==> config.mk <==
export PLATFORM = sky130hd
export DESIGN_NAME = sobel_frame_ctrl_flat
export DESIGN_NICKNAME = d
export VERILOG_FILES = /design/src/rtl/sobel_frame_ctrl_if.sv /design/src/rtl/sobel_frame_ctrl.sv /design/src/flat_wrapper.sv
export SDC_FILE = /design/constraint.sdc
export NUM_CORES = 1
export LEC_CHECK = 0
export CAP_MARGIN = 10
export CORE_MARGIN = 2
export CORE_UTILIZATION = 55
export DETAILED_ROUTE_END_ITERATION = 8
export GPL_ROUTABILITY_DRIVEN = 0
export PLACE_DENSITY = 0.77
export SYNTH_ARGS = -nofsm -noshare
export SYNTH_HDL_FRONTEND = slang
export SYNTH_SLANG_ARGS = --single-unit
==> constraint.sdc <==
create_clock -name iCLK -period 2.85 [get_ports iCLK]
set_input_delay 0.855 -clock iCLK [delete_from_list [all_inputs] [get_ports iCLK]]
set_output_delay 0.855 -clock iCLK [all_outputs]
set_load 0.02 [all_outputs]
==> src/rtl/sobel_frame_ctrl_if.sv <==
// Pixel-stream handshake and window-control bundle between a pixel source and the Sobel frame controller.
interface sobel_frame_ctrl_if;
    logic       iDVAL;
    logic       iSOF;
    logic       iFilter;
    logic       oSHIFT;
    logic       oDVAL;
    logic [9:0] oX;
    logic [9:0] oY;
    logic [3:0] oEdge;
    logic       oFilter;
    logic       oBusy;
    logic       oFrameDone;
    logic       oErr;

    modport master (
        output iDVAL, iSOF, iFilter,
        input  oSHIFT, oDVAL, oX, oY, oEdge, oFilter, oBusy, oFrameDone, oErr
    );

    modport slave (
        input  iDVAL, iSOF, iFilter,
        output oSHIFT, oDVAL, oX, oY, oEdge, oFilter, oBusy, oFrameDone, oErr
    );
endinterface

==> src/rtl/sobel_frame_ctrl.sv <==
// Frame sequencer for a 3x3 Sobel line-window: fills WIDTH+1 pixels, streams, then flushes the tail.
// Optional macro SOBEL_CTRL_OVERRUN_EN: flags (sticky oErr) and drops input arriving during FLUSH.
module sobel_frame_ctrl #(
    parameter int WIDTH  = 640,
    parameter int HEIGHT = 480
) (
    input  logic iCLK,
    input  logic iRST,
    sobel_frame_ctrl_if.slave bus
);
    localparam logic [18:0] FILL_PIX  = 19'(WIDTH + 1);
    localparam logic [18:0] FRAME_PIX = 19'(WIDTH * HEIGHT);

    typedef enum logic [1:0] {IDLE, FILL, RUN, FLUSH} state_t;

    state_t      state, state_nxt;
    logic [18:0] cnt;
    logic [9:0]  x_q, y_q;
    logic        filt_q;
    logic        done_q;
    logic        shift, dval;

    // SOF in FLUSH is never a frame start: dropped with the overrun option, ignored without it
    logic sof_hit, x_last, y_last, frame_end;
    assign sof_hit   = bus.iDVAL && bus.iSOF && (state != FLUSH);
    assign x_last    = (x_q == 10'(WIDTH - 1));
    assign y_last    = (y_q == 10'(HEIGHT - 1));
    assign frame_end = (state == FLUSH) && x_last && y_last;

    always_ff @(posedge iCLK or negedge iRST) begin
        if (!iRST) state <= IDLE;
        else       state <= state_nxt;
    end

    always_comb begin
        state_nxt = state;
        if (sof_hit) begin
            state_nxt = FILL;
        end else begin
            case (state)
                FILL:    if (bus.iDVAL && cnt == FILL_PIX - 19'd1)  state_nxt = RUN;
                RUN:     if (bus.iDVAL && cnt == FRAME_PIX - 19'd1) state_nxt = FLUSH;
                FLUSH:   if (frame_end)                             state_nxt = IDLE;
                default: state_nxt = state;
            endcase
        end
    end

    // An aborting SOF in RUN starts a new frame, so it produces no output pixel
    always_comb begin
        shift = 1'b0;
        dval  = 1'b0;
        case (state)
            IDLE:  shift = sof_hit;
            FILL:  shift = bus.iDVAL;
            RUN: begin
                shift = bus.iDVAL;
                dval  = bus.iDVAL && !bus.iSOF;
            end
            FLUSH: begin
                shift = 1'b1;
                dval  = 1'b1;
            end
            default: ;
        endcase
    end

    always_ff @(posedge iCLK or negedge iRST) begin
        if (!iRST) begin
            cnt    <= '0;
            x_q    <= '0;
            y_q    <= '0;
            filt_q <= 1'b0;
            done_q <= 1'b0;
        end else begin
            done_q <= frame_end;
            if (sof_hit) begin
                cnt    <= 19'd1;
                x_q    <= '0;
                y_q    <= '0;
                filt_q <= bus.iFilter;
            end else begin
                case (state)
                    FILL: if (bus.iDVAL) cnt <= cnt + 19'd1;
                    RUN: if (bus.iDVAL) begin
                        cnt <= cnt + 19'd1;
                        if (x_last) begin
                            x_q <= '0;
                            y_q <= y_q + 10'd1;
                        end else begin
                            x_q <= x_q + 10'd1;
                        end
                    end
                    FLUSH: begin
                        if (frame_end) begin
                            cnt <= '0;
                            x_q <= '0;
                            y_q <= '0;
                        end else if (x_last) begin
                            x_q <= '0;
                            y_q <= y_q + 10'd1;
                        end else begin
                            x_q <= x_q + 10'd1;
                        end
                    end
                    default: ;
                endcase
            end
        end
    end

`ifdef SOBEL_CTRL_OVERRUN_EN
    logic err_q;
    always_ff @(posedge iCLK or negedge iRST) begin
        if (!iRST)                                err_q <= 1'b0;
        else if (state == FLUSH && bus.iDVAL)     err_q <= 1'b1;
    end
    assign bus.oErr = err_q;
`else
    assign bus.oErr = 1'b0;
`endif

    assign bus.oSHIFT     = shift;
    assign bus.oDVAL      = dval;
    assign bus.oX         = x_q;
    assign bus.oY         = y_q;
    assign bus.oEdge      = {(y_q == 10'd0), y_last, x_last, (x_q == 10'd0)};
    assign bus.oFilter    = filt_q;
    assign bus.oBusy      = (state != IDLE);
    assign bus.oFrameDone = done_q;
endmodule

==> src/flat_wrapper.sv <==
// flat-port wrapper written by rule: the top's interface ports become plain ports
module sobel_frame_ctrl_flat 
#(
    parameter int WIDTH  = 640,
    parameter int HEIGHT = 480
)
  (iCLK, iRST, bus_iDVAL, bus_iSOF, bus_iFilter, bus_oSHIFT, bus_oDVAL, bus_oX, bus_oY, bus_oEdge, bus_oFilter, bus_oBusy, bus_oFrameDone, bus_oErr);
  sobel_frame_ctrl_if bus_i ();
  input  logic iCLK;
  input  logic iRST;
  input wire logic [$bits(bus_i.iDVAL)-1:0] bus_iDVAL;
  input wire logic [$bits(bus_i.iSOF)-1:0] bus_iSOF;
  input wire logic [$bits(bus_i.iFilter)-1:0] bus_iFilter;
  output wire logic [$bits(bus_i.oSHIFT)-1:0] bus_oSHIFT;
  output wire logic [$bits(bus_i.oDVAL)-1:0] bus_oDVAL;
  output wire logic [$bits(bus_i.oX)-1:0] bus_oX;
  output wire logic [$bits(bus_i.oY)-1:0] bus_oY;
  output wire logic [$bits(bus_i.oEdge)-1:0] bus_oEdge;
  output wire logic [$bits(bus_i.oFilter)-1:0] bus_oFilter;
  output wire logic [$bits(bus_i.oBusy)-1:0] bus_oBusy;
  output wire logic [$bits(bus_i.oFrameDone)-1:0] bus_oFrameDone;
  output wire logic [$bits(bus_i.oErr)-1:0] bus_oErr;
  assign bus_i.iDVAL = bus_iDVAL;
  assign bus_i.iSOF = bus_iSOF;
  assign bus_i.iFilter = bus_iFilter;
  assign bus_oSHIFT = bus_i.oSHIFT;
  assign bus_oDVAL = bus_i.oDVAL;
  assign bus_oX = bus_i.oX;
  assign bus_oY = bus_i.oY;
  assign bus_oEdge = bus_i.oEdge;
  assign bus_oFilter = bus_i.oFilter;
  assign bus_oBusy = bus_i.oBusy;
  assign bus_oFrameDone = bus_i.oFrameDone;
  assign bus_oErr = bus_i.oErr;
  sobel_frame_ctrl #(.WIDTH(WIDTH), .HEIGHT(HEIGHT)) u_core (.iCLK(iCLK), .iRST(iRST), .bus(bus_i));
endmodule
## Word level (Yosys, flattened, before mapping)

Index checks and enable logic that the tools add are counted.
Widths: inputs -> output; s select.

- Add/sub/neg operators: 3
- Multiply operators: 0
- Div/mod/pow operators: 0
- Magnitude comparators: 0
- Equal/unequal tests: 13
- Shift-type cells: 0
- Mux-type cells: 21
- Bitwise gates (word level): 0
- Reductions and logical operators: 19

Operators by type and width:

| kind | number |
|---|---|
| $mux 10 | 8 |
| $mux 19 | 3 |
| $pmux 10 s2 | 2 |
| $pmux 19 s2 | 1 |
| $add 10x1->10 const B | 2 |
| $logic_not 10->1 | 2 |
| $add 19x1->19 const B | 1 |
| $eq 19x10->1 const B | 1 |
| $eq 19x19->1 const B | 1 |
| $ne 3x1->1 const B | 4 |
| $eq 10x10->1 const B | 1 |
| $eq 10x9->1 const B | 1 |
| $mux 2 | 4 |
| $logic_and 1x1->1 | 7 |
| $pmux 2 s3 | 1 |
| $reduce_bool 3->1 | 2 |
| $eq 2x2->1 const B | 2 |
| $reduce_and 4->1 | 1 |
| $reduce_bool 4->1 | 1 |
| $ne 3x2->1 const B | 1 |
| $pmux 1 s3 | 1 |
| $reduce_and 3->1 | 1 |
| $eq 2x1->1 const B | 1 |
| $logic_not 2->1 | 1 |
| other kinds (6) | 6 |

- Bits in registers: 43
- Bits in latches: 0
- RAM bits: 0
- Bits in read-only memories: 0
- Output and inout bits: 30
- Logic and storage cells: 62
- Memories kept: 0

## Longest topological paths before layout

Gate-level depths: netlist (run 1).

- Depth in word-level cells: 6
- Mapped depth: 9
- Depth with buffers taken out: 8

## Worst setup path before layout (run 1)

No wires, ideal clock.

- Kind: input to output
- Start: in bus_iSOF
- End: out bus_oSHIFT
- Arrival: 1.525 ns
- Slack: 0.470 ns
- Stages: 4
- Buffers on the path: 0
- Cells stage by stage: nor2b_1 > mux2_2 > nand2_1 > o21ai_0

- Longest elaborated chain between the ends: 3

Ends and longest elaborated chain:

| what | line | RTL |
|---|---|---|
| start: declaration | flat_wrapper.sv:12 | `input wire logic [$bits(bus_i.iSOF)-1:0] bus_iSOF;` |
| $logic_and 1x1->1 (2 in a row) | sobel_frame_ctrl.sv:25 | `assign sof_hit = bus.iDVAL && bus.iSOF && (state != FLUSH);` |
| $pmux 1 s3 | sobel_frame_ctrl.sv:53 | `case (state)` |
| end: declaration | flat_wrapper.sv:14 | `output wire logic [$bits(bus_i.oSHIFT)-1:0] bus_oSHIFT;` |

No other way between the ends.

## Final worst setup path (run 1)

- Start: reg u_core.y_q[0] (netlist: u_core.bus.oY[0])
- End: out bus_oEdge[3]

- Longest elaborated chain between the ends: 1

Ends and longest elaborated chain:

| what | line | RTL |
|---|---|---|
| start: declaration | sobel_frame_ctrl.sv:18 | `logic [9:0] x_q, y_q;` |
| start signal: assignment | sobel_frame_ctrl.sv:89 | `y_q <= y_q + 10'd1;` |
| start signal: assignment | sobel_frame_ctrl.sv:101 | `y_q <= y_q + 10'd1;` |
| $logic_not 10->1 | sobel_frame_ctrl.sv:127 | `assign bus.oEdge = {(y_q == 10'd0), y_last, x_last, (x_q == 10'd0)};` |
| end: declaration | flat_wrapper.sv:18 | `output wire logic [$bits(bus_i.oEdge)-1:0] bus_oEdge;` |

No other way between the ends.

==> metrics.txt, run 1 <==
Post-DRT Antenna Nets=0; fraction of layout instances using a drive strength above 1=13.2%; Clock Path Buffers=2; outcome=finished, final reports clean; num rows=25; delay-heaviest family, CP=buffers and inverters; CP Max Fanout=4; Setup TNS Final=0 ns; Seq pwr share=34.8%; RSZ-0062 raised after global routing=false; Yosys top cell area share=41.2%; Crit. End Element=output pin; Hold Path Depth=2; setup repair bufs after CTS=0; largest net degree at the start of global routing=25; initial antenna violation count=0; post-placement cell area=3110 um^2; Synth area leaders=dfrtp_1 (41%), xor2_1 (6.0%), ha_1 (5.3%); combinational share of power=45.6%; r2r setup slk=0.48 ns; period utilization=98.1%; hold_sp=u_core.bus.oFilter; Leakage=1.51 nW; crit path cell chain=inv_1, ha_1, nand4_1, nor4_1, clkdlybuf4s50_1; Die Wd=72.9 um; Post-synth EDFFs=0; area grow syn2layout=23.3%; Int Pwr=1.34 mW; Post-Syn Nets=305; vias per cell=5.76; slew margin rel.=62.7%; Pre-Repair DR Iteration Count=4; Post-synth ARST share=100%; wire per inst=14.7 um; # diodes=0; crit path buf inv count=2; CP Depth=5; CTS buffer count=5; Synth Warn #=0; IO Count=35; GR Util All Layers=23.2%; overall power=2.26 mW; area of the core=4660 um^2; clock tree sinks=43; Routed WL=5820 um; Critical Path Start Type=flip-flop; Util after Layout=69.0%; Slew @ Worst Pin=0.559 ns; area of the die=5310 um^2; final hold vios=0; Final Setup Violations=0; Clock Tree Root=clkbuf_8; Remaining DRCs=0; Final #Nets=357; Clock power frac=19.5%; maximum vdd drop=361 uV; vias=2280; Hold Slack=0.484 ns; final setup skew=0.00844 ns; cell area after layout=3220 um^2; max capacitance violation total=0; predominant post-synthesis flop cell=dfrtp_1; library cells used by synthesis=47; Final Max Tran Viols=0; first-pass GRT wire length=9680 um; Crit Path Category=flip-flop to output pin; sequential fraction of the synthesis area=41.2%; Sw Ratio=40.7%; reg2reg path depth=9; CTS tree=yes; vias in the first global route=2161; worst r2r src=u_core.state[1]; Cell Area, Synth=2610 um^2; Yosys top cell by area=dfrtp_1; max frequency=358 MHz; initial DRC count=123; Pwr Density=703 nW/um^2; Mapped Cells=289; Syn Area/Cell=9.03 um^2; Critical path origin=u_core.bus.oY[0]; crit path max-delay cell type=clkdlybuf4s50_1; Initial Utilization=56.0%; CP arrival=1.94 ns; NetSw=921 uW; H-tree depth=2; insertion delay to the later sink of the worst-skew pair=0.31 ns; Die Height=72.9 um; clock period minus final worst setup slack=2.80 ns; register bit total from synthesis=43; worst min path class=flip-flop to flip-flop; max incr delay on CP=0.67 ns; Clock transition at path regs=0.08 ns; # port buffers=33; remaining global-route overflow=0; CP required=2.00 ns; DP HPWL=4240 um
[area by class of cell]
type | count | area, um^2
fill | 378 | 1450
multi-input combinational | 221 | 1430
sequential | 43 | 1080
timing repair buffer | 55 | 484
clock buffer | 7 | 96.3
tap | 54 | 67.6
inverter | 15 | 56.3
clock inverter | 1 | 7.51
[metrics by stage]
| stage | cells | setup WS, ns |
|---|---|---|
| finish | 396 | 0.0548 |
| global route | 396 | 0.00377 |
| floorplan | 289 | 0.470 |
| detailed placement | 388 | -0.476 |
| global placement | 388 | -0.374 |
| CTS | 396 | -0.187 |
[flip-flops by register name, indices dropped and copies added (netlist names)]
name,count
u_core.cnt,19
u_core.bus.oY,10
u_core.bus.oFilter,1
u_core.bus.oX,10
u_core.state,2
u_core.bus.oFrameDone,1
[layout by cell type, fill, tap and decap left out, drive strengths merged, types with 2 or more instances in the layout]
cell            n
nor2b           2
dfrtp          43
and2            6
clkdlybuf4s50  26
dlygate4sd2     3
inv            15
and4            4
nor2           34
clkbuf          7
mux2i           3
buf            24
and3           10
a21oi           9
nand4          18
or3             8
nand2          26
xor2           18
a21o            2
ha             11
xnor2           8
nor4            4
nor3            5
o21ai          17
nand3          19
[worst reg2reg max path, cell delays in order (launching register included)]
cell and delay (ns):
dfrtp_1 0.50, ha_1 0.29, buf_4 0.18, nand2b_1 0.11
a2111o_2 0.53, buf_4 0.17, nor2_1 0.15, nand3_1 0.11
xor2_1 0.15, nor2_1 0.05
[synthesized netlist by cell type (all sizes together), types with 2 or more instances]
cell type and number:
nor3 5, nor2 34, or3 8, and4 4, nand3 19, clkbuf 3
and2 6, o21ai 17, buf 7, nand2 26, a21oi 9, a21o 2
nor4 4, xnor2 8, mux2i 3, ha 11, xor2 18, and3 10
nand4 18, inv 15, dfrtp 43, nor2b 2
[repair_timing]
item	4_1_cts	5_1_grt
gates resized for setup	6	7
endpoints found under the hold margin	0	0
cloned	0	0
setup endpoints to repair	5	2
hold buffers	0	0
[power groups by stage]
stage	clock network [mW]	logic (mW)	registers (mW)
after floorplan	0	0.596	0.815
after global placement	0	1.01	0.794
after detailed placement	0	1.04	0.797
after CTS	0.450	1.03	0.785
after global routing	0.468	1.13	0.800
final	0.442	1.03	0.787
[routing by layer]
| metal | GRT usage, % | wire length (um) | vias to the layer above |
|---|---|---|---|
| met3 | 3.73 | 192 | 7 |
| li1 | - | - | 1112 |
| met1 | 31.3 | 2700 | 1120 |
| met4 | 7.61 | 69 | 0 |
| met2 | 38.3 | 2860 | 41 |
| met5 | 0 | 0 | - |
[kinds of logic after synthesis]
logic type,count (synthesis),synth area share (%)
xor+xnor,26,8.73
buf+inv,25,4.32
simple gates,142,29.8
fa+ha+maj,11,5.28
flops,43,41.2
other cells,1,0.144
mux,4,1.58
compound gates,37,8.92
[worst paths after layout]
check	to
setup reg to reg	u_core.bus.oY[8]
hold reg to reg	u_core.bus.oFilter
min in group asynchronous	u_core.state[0]
setup / recovery	bus_oEdge[3]
hold / removal	u_core.bus.oFilter
max in group asynchronous	u_core.bus.oY[0]
No activity file was read; power rests on OpenSTA's default activity.
==> run 2, diff against run 1 <==
Settings changed: SKIP_CTS_REPAIR_TIMING from default to 1.
==> run 2 against run 1 <==
Compared with the run above: non-clock buffer count unchanged; first-iteration DRC count down 4.9%; design area increased by 0.43%; utilization increased by 0.30 points; via count rose by 0.53%; register-to-register slack barely moved; routed wire length rose by 0.34%; count of clock-buffer cells in the layout stayed put; setup slack about the same; sequential power hardly changed; fmax about the same; global-route usage is the same; critical path type unchanged.
==> metrics.txt, run 2 (synthesis gave the netlist of run 1 again) <==
initial DRC count=117 (was 123); post-place setup slack=-0.476 ns (unchanged); clock period minus final worst setup slack=2.80 ns (about the same); Clock Tree Root=clkbuf_8 (unchanged); final setup skew=0.00965 ns (was 0.00844 ns); worst min path class=flip-flop to flip-flop (unchanged); Die Height=72.9 um (unchanged); H-tree depth=2 (unchanged); largest net degree at the start of global routing=25 (unchanged); Post-DRT Antenna Nets=0 (unchanged); Top reg by flops=u_core.cnt (unchanged); first-pass GRT wire length=9680 um (unchanged); cell area after layout=3230 um^2 (was 3220 um^2); Clock Path Buffers=2 (unchanged); # port buffers=33 (unchanged); insertion delay to the later sink of the worst-skew pair=0.31 ns (about the same); register area=1080 um^2 (unchanged); PnR worst setup slack=0.0547 ns (was 0.0548 ns); CTS tree=yes (unchanged); Crit Path Category=flip-flop to output pin (unchanged); wire per inst=14.8 um (was 14.7 um); clock tree sinks=43 (unchanged); Pwr Density=703 nW/um^2 (about the same); Routed WL=5840 um (was 5820 um); placed insts=388 (unchanged); Initial Utilization=56.0% (unchanged); initial antenna violation count=0 (unchanged); vias=2292 (was 2280); Final #Nets=357 (unchanged); GR Util All Layers=23.2% (unchanged); # diodes=0 (unchanged); CTS buffer count=5 (unchanged); num rows=25 (unchanged); IO Count=35 (unchanged); slew margin rel.=62.6% (was 62.7%); Fillers=374 (was 378); final hold vios=0 (unchanged); remaining global-route overflow=0 (unchanged); outcome=finished, final reports clean (unchanged); CP arrival=1.94 ns (about the same); area grow syn2layout=23.8% (was 23.3%); max capacitance violation total=0 (unchanged); count of non-filler cells in the finished layout=396 (unchanged); Final Setup Violations=0 (unchanged); Pre-Repair DR Iteration Count=5 (was 4); vias in the first global route=2161 (unchanged); Hold Slack=0.486 ns (was 0.484 ns); vias per cell=5.79 (was 5.76); period utilization=98.1% (about the same); Crit. End Element=output pin (unchanged); footprint of the multi-input gates=1430 um^2 (unchanged); CP Max Fanout=4 (unchanged); Critical Path Start Type=flip-flop (unchanged); Die Wd=72.9 um (unchanged); Remaining DRCs=0 (unchanged); DP HPWL=4240 um (unchanged); Final Max Tran Viols=0 (unchanged); maximum vdd drop=362 uV (was 361 uV); Slew @ Worst Pin=0.562 ns (was 0.559 ns); commonest non-fill, non-tap cell in the layout=dfrtp_1 (unchanged); area of the die=5310 um^2 (unchanged); area of the core=4660 um^2 (unchanged); CP required=2.00 ns (about the same); max frequency=358 MHz (about the same); post-placement cell area=3110 um^2 (unchanged); fraction of layout instances using a drive strength above 1=13.2% (unchanged); Leakage=1.56 nW (was 1.51 nW); commonest cells after routing, fill and taps aside=dfrtp_1 (43), nor2_1 (31), nand2_1 (26), clkdlybuf4s50_1 (26), buf_4 (22) (unchanged); Clock transition at path regs=0.08 ns (about the same); Setup TNS Final=0 ns (unchanged); RSZ-0062 raised after global routing=false (unchanged); Largest register FFs=19 (unchanged)
[run 2: cell types whose count changed in the layout (fill, tap and decap cells not counted), sizes merged]
cell           delta
clkdlybuf4s15     -1
dlygate4sd2       -3
dlymetal6s2s      +4
[run 2: per-stage QoR]
step	power, mW	utilization [%]
3_3_place_gp	1.81	66.7
4_1_cts	2.28	69.0
5_1_grt	2.41	69.3
6_report	2.27	69.3
3_5_place_dp	1.84	66.7
2_1_floorplan	1.41	-
[run 2: per-layer routing]
layer / vias up / global-route usage, % / share of wire, %
li1: 1113 / - / -
met1: 1131 / 31.3 / 46
met3: 7 / 3.73 / 3.4
met2: 41 / 38.3 / 49
met4: 0 / 7.61 / 1.2
met5: - / 0 / 0
[run 2: power by group]
| group | switching [mW] | total [mW] | internal [mW] |
|---|---|---|---|
| Sequential | 0.103 | 0.787 | 0.684 |
| Clock | 0.222 | 0.443 | 0.221 |
| Combinational | 0.597 | 1.04 | 0.443 |
[run 2: layout make-up]
cell class	instances	share of cell area, %
Multi-Input combinational cell	221	44.2
Sequential cell	43	33.3
Timing Repair Buffer	55	15.4
Clock buffer	7	2.98
Tap cell	54	2.09
Inverter	15	1.74
Clock inverter	1	0.232
[run 2: worst paths after layout]
check                              startpoint                  to  slack (ns)  cells past startpoint
max in group asynchronous                iRST    u_core.bus.oY[0]        1.74                      2
min reg2reg                u_core.bus.oFilter  u_core.bus.oFilter        0.49                      2
max                          u_core.bus.oY[0]        bus_oEdge[3]        0.05                      5
min in group asynchronous                iRST     u_core.state[0]        0.53                      1
min                        u_core.bus.oFilter  u_core.bus.oFilter        0.49                      2
max reg2reg                   u_core.state[1]    u_core.bus.oY[8]        0.48                      9
[run 2: worst max-delay path, stage by stage, from the launching register on]
cell             delay, ns
dfrtp_1               0.43
inv_1                 0.10
ha_1                  0.15
nand4_1               0.08
nor4_1                0.20
clkdlybuf4s50_1       0.67
==> run 3, diff against run 2 <==
--- a/constraint.sdc
+++ b/constraint.sdc
@@ -3,2 +3,2 @@
 set_output_delay 0.855 -clock iCLK [all_outputs]
-set_load 0.02 [all_outputs]
+set_load 0.1 [all_outputs]
==> run 3 against run 2 <==
Compared with the run above: non-clock buffer count is 5 lower; clock power decreased by 14%; final cell count shrank 1.3%; utilization decreased by 0.56 points; routed wire length down 3.9%; clock skew up 0.0023 ns; critical path type is now input pin to output pin; largest power group unchanged; highest routed layer unchanged.
==> metrics.txt, run 3 (synthesis gave the netlist of run 1 again) <==
area of the die=5310 um^2 (unchanged); fraction of layout instances using a drive strength above 1=23.4% (was 13.2%); reg2reg path depth=9 (unchanged); num rows=25 (unchanged); crit path max-delay cell type=clkdlybuf4s50_1 (unchanged); maximum vdd drop=905 uV (was 362 uV); Largest register FFs=19 (unchanged); initial DRC count=95 (was 117); max capacitance violation total=0 (unchanged); register area=1090 um^2 (was 1080 um^2); final setup skew=0.0120 ns (was 0.00965 ns); Util after Layout=68.7% (was 69.3%); Post-DRT Antenna Nets=0 (unchanged); initial antenna violation count=0 (unchanged); H-tree depth=2 (unchanged); slew margin rel.=57.8% (was 62.6%); worst min path class=flip-flop to flip-flop (unchanged); Initial Utilization=56.0% (unchanged); count of non-filler cells in the finished layout=391 (was 396); CP required=2.00 ns (about the same); Final #Nets=352 (was 357); Pwr Density=858 nW/um^2 (was 703 nW/um^2); vias in the first global route=2143 (was 2161); combinational share of power=57.5% (was 45.8%); Die Height=72.9 um (unchanged); area grow syn2layout=22.8% (was 23.8%); clock period minus final worst setup slack=2.76 ns (was 2.80 ns); NetSw=1.41 mW (was 922 uW); crit path cell chain=clkdlybuf4s50_1, buf_4, nand3b_1, nand2_1, buf_12 (was inv_1, ha_1, nand4_1, nor4_1, clkdlybuf4s50_1); Crit Reg-Reg Endpoint=u_core.bus.oY[8] (unchanged); Routed WL=5610 um (was 5840 um); commonest cells after routing, fill and taps aside=buf_4 (40), dfrtp_1 (34), nor2_1 (31), nand2_1 (26), nand3_1 (19) (was dfrtp_1 (43), nor2_1 (31), nand2_1 (26), clkdlybuf4s50_1 (26), buf_4 (22)); Setup TNS Final=0 ns (unchanged); # port buffers=33 (unchanged); wire per inst=14.4 um (was 14.8 um); Top reg by flops=u_core.cnt (unchanged); Clock Tree Root=clkbuf_8 (unchanged); post-place setup slack=-0.0327 ns (was -0.476 ns); RSZ-0062 raised after global routing=false (unchanged); Leakage=1.54 nW (was 1.56 nW); worst r2r src=u_core.state[0] (was u_core.state[1]); Final Max Tran Viols=0 (unchanged); r2r setup slk=0.52 ns (was 0.48 ns); Slew @ Worst Pin=0.634 ns (was 0.562 ns); IO Count=35 (unchanged); final hold vios=0 (unchanged); largest net degree at the start of global routing=29 (was 25); DP HPWL=4200 um (was 4240 um); outcome=finished, final reports clean (unchanged); remaining global-route overflow=0 (unchanged); vias=2247 (was 2292); CTS buffer count=5 (unchanged); clock tree sinks=43 (unchanged); hold_sp=u_core.bus.oFilter (unchanged); commonest non-fill, non-tap cell in the layout=buf_4 (was dfrtp_1); area of the core=4660 um^2 (unchanged); footprint of the multi-input gates=1450 um^2 (was 1430 um^2); Clock Path Buffers=2 (unchanged); Remaining DRCs=0 (unchanged); Fillers=392 (was 374); Worst Hold Path EP=u_core.bus.oFilter (unchanged); GR Util All Layers=23.4% (was 23.2%); Crit Path Category=input pin to output pin (was flip-flop to output pin); Hold Path Depth=2 (unchanged); Int Pwr=1.34 mW (was 1.35 mW); vias per cell=5.75 (was 5.79); max frequency=362 MHz (was 358 MHz); CP arrival=1.91 ns (was 1.94 ns); PnR worst setup slack=0.0864 ns (was 0.0547 ns); CP Max Fanout=5 (was 4); Clock power frac=13.9% (was 19.5%); Clock transition at path regs=0.08 ns (about the same); CTS tree=yes (unchanged); Crit. End Element=output pin (unchanged); # diodes=0 (unchanged); Final Setup Violations=0 (unchanged); max incr delay on CP=0.53 ns (was 0.67 ns); insertion delay to the later sink of the worst-skew pair=0.30 ns (was 0.31 ns); period utilization=97.0% (was 98.1%); Die Wd=72.9 um (unchanged); Critical Path Start Type=input pin (was flip-flop); Pre-Repair DR Iteration Count=5 (unchanged); first-pass GRT wire length=9830 um (was 9680 um); Sw Ratio=51.2% (was 40.6%); Seq pwr share=28.6% (was 34.7%); placed insts=383 (was 388)
[run 3: changes by cell type in the layout (fill, tap and decap cells not counted), sizes merged]
cell,previous run,this run
clkinv,0,3
clkinvlp,1,0
buf,24,47
dlymetal6s2s,5,1
clkdlybuf4s50,26,2
clkbuf,7,5
[run 3: final cells by class]
type                            instances  area share, %
Clock inverter                          3          0.469
Timing Repair Buffer                   50           14.3
Sequential cell                        43           33.9
Inverter                               15           1.76
Tap cell                               54           2.11
Clock buffer                            5           2.15
Multi-Input combinational cell        221           45.3
[run 3: metal layers]
metal	share of wire [%]	vias to the layer above	GRT usage, %	routed length, um
met3	3.2	8	4.01	180
met1	46	1082	31.1	2590
met2	49	47	39.5	2770
li1	-	1110	-	-
met5	0	-	0	0
met4	1.4	0	6.58	76
[run 3: worst max-delay path by stage]
| stage | start | to | slack [ns] | cells after the start |
|---|---|---|---|---|
| 2_1_floorplan | u_core.bus.oY[9] | bus_oEdge[3] | -0.20 | 3 |
| 3_3_place_gp | bus_iSOF | bus_oSHIFT | -0.01 | 6 |
| 3_5_place_dp | bus_iSOF | bus_oSHIFT | -0.03 | 6 |
| 4_1_cts | bus_iSOF | bus_oSHIFT | -0.03 | 6 |
| 5_1_grt | u_core.state[1] | bus_oSHIFT | 0.007 | 6 |
| 6_report | bus_iDVAL | bus_oDVAL | 0.09 | 5 |
[run 3: critical path, delay by kind of cell]
family	cells	cell delay, ns
buffers and inverters	3	0.86
and+or+nand+nor	2	0.18
[run 3: power groups by stage]
stage / sequential (mW) / clock [mW] / combinational (mW)
floorplan: 1.03 / 0 / 0.889
global placement: 0.792 / 0 / 1.56
finish: 0.786 / 0.382 / 1.58
global route: 0.798 / 0.410 / 1.69
detailed placement: 0.798 / 0 / 1.58
CTS: 0.785 / 0.392 / 1.58
[run 3: through the flow]
| step | hold slack, ns | power (mW) | area, um^2 |
|---|---|---|---|
| after floorplan | 0.475 | 1.92 | 2650 |
| after global placement | 0.472 | 2.35 | 3120 |
| after CTS | 0.512 | 2.76 | 3200 |
| final | 0.507 | 2.75 | 3200 |
| after global routing | 0.528 | 2.90 | 3200 |
| after detailed placement | 0.494 | 2.37 | 3120 |
